===== src/rtl/ring_step_ctrl.sv =====
// ring_step_ctrl: advances a ring or Johnson pattern once per selected rising edge
// of the slow divider outputs or a manual step button. The slow signals are
// synchronized and edge-detected in the clk domain; they are never used as clocks.
//
// Ports:
//   clk      fast system clock
//   clr      asynchronous active-high reset
//   slow_in  divider outputs: [0] slowest, [1] medium, [2] fastest
//   sel      step source: 00/01/10 pick slow_in[sel], 11 picks step
//   step     manual step button (debounced, asynchronous)
//   dir      0 shifts toward the MSB, 1 shifts toward the LSB
//   mode     0 ring (one-hot), 1 Johnson (twisted ring)
//   run      1 allows advancing, 0 freezes q
//   q        registered counter pattern
//   tick     one-cycle pulse aligned with each newly advanced q
//   err      sticky flag, set when an illegal pattern is seen at an advance
module ring_step_ctrl #(
    parameter int unsigned WIDTH       = 8,
    parameter int unsigned SYNC_STAGES = 2
) (
    input  logic             clk,
    input  logic             clr,
    input  logic [2:0]       slow_in,
    input  logic [1:0]       sel,
    input  logic             step,
    input  logic             dir,
    input  logic             mode,
    input  logic             run,
    output logic [WIDTH-1:0] q,
    output logic             tick,
    output logic             err
);

    localparam int unsigned NSRC = 4;

    logic [SYNC_STAGES-1:0][NSRC-1:0] sync_q, sync_d;
    logic [NSRC-1:0]                  hist_q, hist_d;
    logic [NSRC-1:0]                  rise_q, rise_d;
    logic [WIDTH-1:0]                 q_q, q_d;
    logic                             mode_q, mode_d;
    logic                             tick_q, tick_d;
    logic                             err_q, err_d;

    logic                             mode_chg_c;
    logic                             adv_c;
    logic                             legal_c;
    logic [WIDTH-2:0]                 jdiff_c;
    logic [WIDTH-1:0]                 base_c;
    logic [WIDTH-1:0]                 step_c;

    // Synchronizer chains, history and registered per-source rising edges.
    // Edges are detected before the source mux so changing sel cannot fake one.
    always_comb begin
        sync_d    = sync_q;
        sync_d[0] = {step, slow_in};
        for (int s = 1; s < int'(SYNC_STAGES); s++) begin
            sync_d[s] = sync_q[s-1];
        end
        hist_d = sync_q[SYNC_STAGES-1];
        rise_d = sync_q[SYNC_STAGES-1] & ~hist_q;
    end

    // Advance qualification, legality check and candidate next patterns.
    always_comb begin
        mode_chg_c = mode ^ mode_q;
        adv_c      = rise_q[sel] & run & ~mode_chg_c;
        jdiff_c    = q_q[WIDTH-2:0] ^ q_q[WIDTH-1:1];
        legal_c    = mode_q ? $onehot0(jdiff_c) : $onehot(q_q);
        base_c     = mode ? '0 : WIDTH'(1);
        step_c     = q_q;
        if (!mode_q) begin
            step_c = dir ? {q_q[0], q_q[WIDTH-1:1]} : {q_q[WIDTH-2:0], q_q[WIDTH-1]};
        end else begin
            step_c = dir ? {~q_q[0], q_q[WIDTH-1:1]} : {q_q[WIDTH-2:0], ~q_q[WIDTH-1]};
        end
    end

    // Next state: mode reload beats advance; an illegal pattern reloads the base.
    always_comb begin
        q_d    = q_q;
        tick_d = 1'b0;
        err_d  = err_q;
        mode_d = mode;
        if (mode_chg_c) begin
            q_d = base_c;
        end else if (adv_c) begin
            tick_d = 1'b1;
            if (legal_c) begin
                q_d = step_c;
            end else begin
                q_d   = base_c;
                err_d = 1'b1;
            end
        end
    end

    always_ff @(posedge clk or posedge clr) begin
        if (clr) begin
            sync_q <= '0;
            hist_q <= '0;
            rise_q <= '0;
            q_q    <= WIDTH'(1);
            mode_q <= 1'b0;
            tick_q <= 1'b0;
            err_q  <= 1'b0;
        end else begin
            sync_q <= sync_d;
            hist_q <= hist_d;
            rise_q <= rise_d;
            q_q    <= q_d;
            mode_q <= mode_d;
            tick_q <= tick_d;
            err_q  <= err_d;
        end
    end

    assign q    = q_q;
    assign tick = tick_q;
    assign err  = err_q;

endmodule


===== config.mk =====
export PLATFORM = sky130hd
export DESIGN_NAME = ring_step_ctrl
export DESIGN_NICKNAME = d
export VERILOG_FILES = /design/src/rtl/ring_step_ctrl.sv
export SDC_FILE = /design/constraint.sdc
export NUM_CORES = 1
export LEC_CHECK = 0
export CAP_MARGIN = 20
export CELL_PAD_IN_SITES_DETAIL_PLACEMENT = 1
export CELL_PAD_IN_SITES_GLOBAL_PLACEMENT = 2
export CORE_MARGIN = 5
export CORE_UTILIZATION = 35
export DETAILED_ROUTE_END_ITERATION = 10
export PLACE_DENSITY_LB_ADDON = 0.1
export REMOVE_ABC_BUFFERS = 1
export SYNTH_ARGS = -nofsm -noshare
export SYNTH_HDL_FRONTEND = slang
export SYNTH_SLANG_ARGS = --single-unit

===== constraint.sdc =====
create_clock -name clk -period 4.37 [get_ports clk]
set_input_delay 0.874 -clock clk [delete_from_list [all_inputs] [get_ports clk]]
set_output_delay 0.874 -clock clk [all_outputs]
set_load 0.01 [all_outputs]

==> impl_metrics.py <==
metrics = {
    "finish": {
        "final_area_mm2": 0.00168,
        "final_common_cell": "dfrtp_1",
        "antenna_cells": 0,
        "drive_gt1_share_pct": 7.52,
        "area_growth_pct": 22.6,
        "nets": 157,
        "final_cell_mix": "dfrtp_1, clkdlybuf4s50_1, inv_1",
    },
    "timing": {
        "setup_viol": 0,
        "tns_ps": 0,
        "slew_headroom_pct": 68.2,
        "tightest_slew_ps": 475,
        "min_period_ps": 3920,
        "clock.fmax_mhz": 255,
        "hold_slack_ps": 357,
        "hold_viol": 0,
        "rsz0062_at_grt": "false",
        "min_period_over_period_pct": 89.6,
        "finClkSkew_ps": 4.48,
        "drv_slew": 0,
    },
    "grt": {
        "track_usage_pct": 11.4,
        "grt_pass1_wl_mm": 4.63,
        "antenna_found_initial": 0,
        "grt_overflow_total": 0,
        "grt_pass1_vias": 951,
        "grt_max_degree": 28,
    },
    "hold_path": {
        "min_path_type": "reg -> reg",
        "hold_depth": 0,
    },
    "yosys": {
        "synth.distinct_cells": 28,
        "yosys.area_share.simple_pct": 4.75,
        "seq_area_frac_synth_pct": 49.4,
        "synth_top_family_by_area": "adder cells",
        "synthTopCellsByArea": "dfrtp_1, fa_1, inv_1, ha_1, mux2i_1",
        "netlist_instances": 112,
        "synth_fa_ha_area_share_pct": 14.8,
        "synth_compound_area_share_pct": 11.1,
        "yosys.area.top_type": "dfrtp_1",
        "synth_top_area_share_pct": 47.5,
        "synth_area_per_cell_um2": 12.2,
        "synthMuxAreaShare_pct": 6.03,
        "netlist_area_mm2": 0.00137,
        "yosysWarnings": 0,
        "ys_ff_latch": 27,
        "synth_xor_area_share_pct": 7.03,
    },
    "worst_setup_path": {
        "cp.arrival_ps": 4100,
        "path_buf_inv": 3,
        "crit_chain": "inv_1, fa_1, fa_1, fa_1, inv_1, ha_1, inv_1, fa_1, a211o_1, a211oi_4, o211ai_2, o22ai_1",
        "reg2regPathDepth": 12,
        "crit_path_frequent_cell": "fa_1",
        "path_delay_family": "adder cells",
        "startpoint_type": "register",
        "path_class": "reg -> reg",
        "end_kind": "register",
        "required_ps": 4560,
        "slowest_stage": "dfstp_2",
        "worst-path-stages": 12,
        "critPathMaxStageDelay_ps": 620,
        "cp_max_fo": 7,
    },
    "routing": {
        "wl_mm": 2.67,
        "drt-met1-wl_mm": 1.27,
        "wire_per_inst_um": 14.7,
        "viasPerCell": 4.72,
        "met3_length_um": 128,
        "wl_met2_mm": 1.26,
        "drt_iter0_markers": 25,
        "ant_nets": 0,
        "top_layer": "met4",
        "dr.pass1.iters": 4,
        "drc": 0,
        "dr_total_vias": 855,
    },
    "pwr": {
        "p_per_area_mw_per_mm2": 331,
        "p_clk_share_pct": 24.7,
        "totalPowerFinal_mw": 0.557,
        "pwr-share-seq_pct": 51.2,
        "intPower_mw": 0.400,
        "swShare_pct": 28.2,
        "p_leak_nw": 0.758,
        "irDropWorstVdd_v": 0.000188,
        "p_comb_share_pct": 24.2,
        "p_switching_mw": 0.157,
    },
    "die": {
        "die_area_mm2": 0.00527,
        "coreArea_mm2": 0.00372,
        "rows": 22,
        "dieHeight_um": 72.6,
        "io_pins": 21,
        "start_util_pct": 36.9,
        "die_w_um": 72.6,
    },
    "cts": {
        "cts_hold_buf": 0,
        "clk_latency_ps": 270,
        "clock_path_buffers": 2,
        "cts.clk_slew.worst_paths_ps": 90,
        "htreeDepth": 1,
        "cts_tree": "yes",
        "clock_tree.root_cell": "clkbuf_8",
        "post-cts-setup-buffers": 0,
        "clock_sinks": 27,
        "cts-resized-gates": 0,
        "numCtsBuffers": 3,
    },
    "placed_design": {
        "gp_congestion": 0.796,
        "port_buffers": 20,
        "place_hpwl_mm": 2.06,
        "place_area_mm2": 0.00161,
    },
    "outcome": {
        "status": "finished clean",
    },
    "job": {
        "maxCapViolations": 0,
    },
}
[per-layer routing]
metal	global-route usage, %	vias to the layer above
met5	0	-
met4	1.84	0
met3	3.32	2
met2	18.3	16
met1	15.4	433
li1	-	404
[cells in the mapped netlist]
master,number
buf_2,1
o21ai_0,2
dfstp_2,1
nand3b_1,1
o211ai_2,1
a31oi_1,1
and3_1,1
o32ai_2,1
o22ai_1,6
mux4_2,1
o211ai_1,1
o21ai_1,1
a211o_1,1
inv_1,19
a21oi_1,1
a211oi_4,1
fa_1,7
xor2_1,6
buf_6,1
nor2b_1,4
nand2_1,3
clkbuf_1,2
ha_1,5
a21o_1,3
nor2_1,4
dfrtp_1,26
xnor2_1,5
mux2i_1,6
[power by group through the flow]
stage	Combinational (mW)	Sequential (mW)	Clock, mW
4_1_cts	0.136	0.286	0.144
3_3_place_gp	0.134	0.289	0
3_5_place_dp	0.135	0.290	0
6_report	0.135	0.285	0.137
2_1_floorplan	0.0799	0.291	0
5_1_grt	0.152	0.287	0.155
[layout make-up]
class,count,area (um2)
inverters,19,71.3
clock buffers,3,41.3
clock inverters,1,5.00
well taps,48,60.1
fillers,409,2040
multi-input cells,62,598
repair buffers,21,228
flip-flops and latches,27,677
[state kept, by name, indices dropped and copies added, names as in the netlist]
signal	count
rise_q	4
q	8
sync_d	4
mode_q	1
hist_d	4
hist_q	4
err	1
tick	1
[worst reg2reg max path: stages (launching register included)]
cell and delay (ps):
dfstp_2 620, inv_1 80, fa_1 550, fa_1 420
fa_1 430, inv_1 70, ha_1 160, inv_1 60
fa_1 380, a211o_1 310, a211oi_4 340, o211ai_2 230
o22ai_1 180
[final timing paths]
path,startpoint,to,slack (ps)
setup / recovery,q[0],q[4],450
max in group asynchronous,clr,q[0],2990
hold / removal,sync_d[5],hist_d[1],360
setup reg to reg,q[0],q[4],450
min in group asynchronous,clr,hist_d[0],880
hold reg to reg,sync_d[5],hist_d[1],360
[cell families after synthesis]
logic type,count (synthesis)
adders and majority gates,12
muxes,7
and+or+nand+nor,13
xor gates and xnor gates,11
AOI/OAI and AO/OA,19
DFF,27
buffers and inverters,23
[through the flow]
stage / setup slack [ps] / utilization (%) / cells
finish: 454 / 45.2 / 181
detailed placement: 462 / 43.2 / 176
CTS: 427 / 44.5 / 180
global placement: 517 / 43.2 / 176
global route: 269 / 45.2 / 181
floorplan: 618 / - / 108
(Power assumes the default switching activity.)
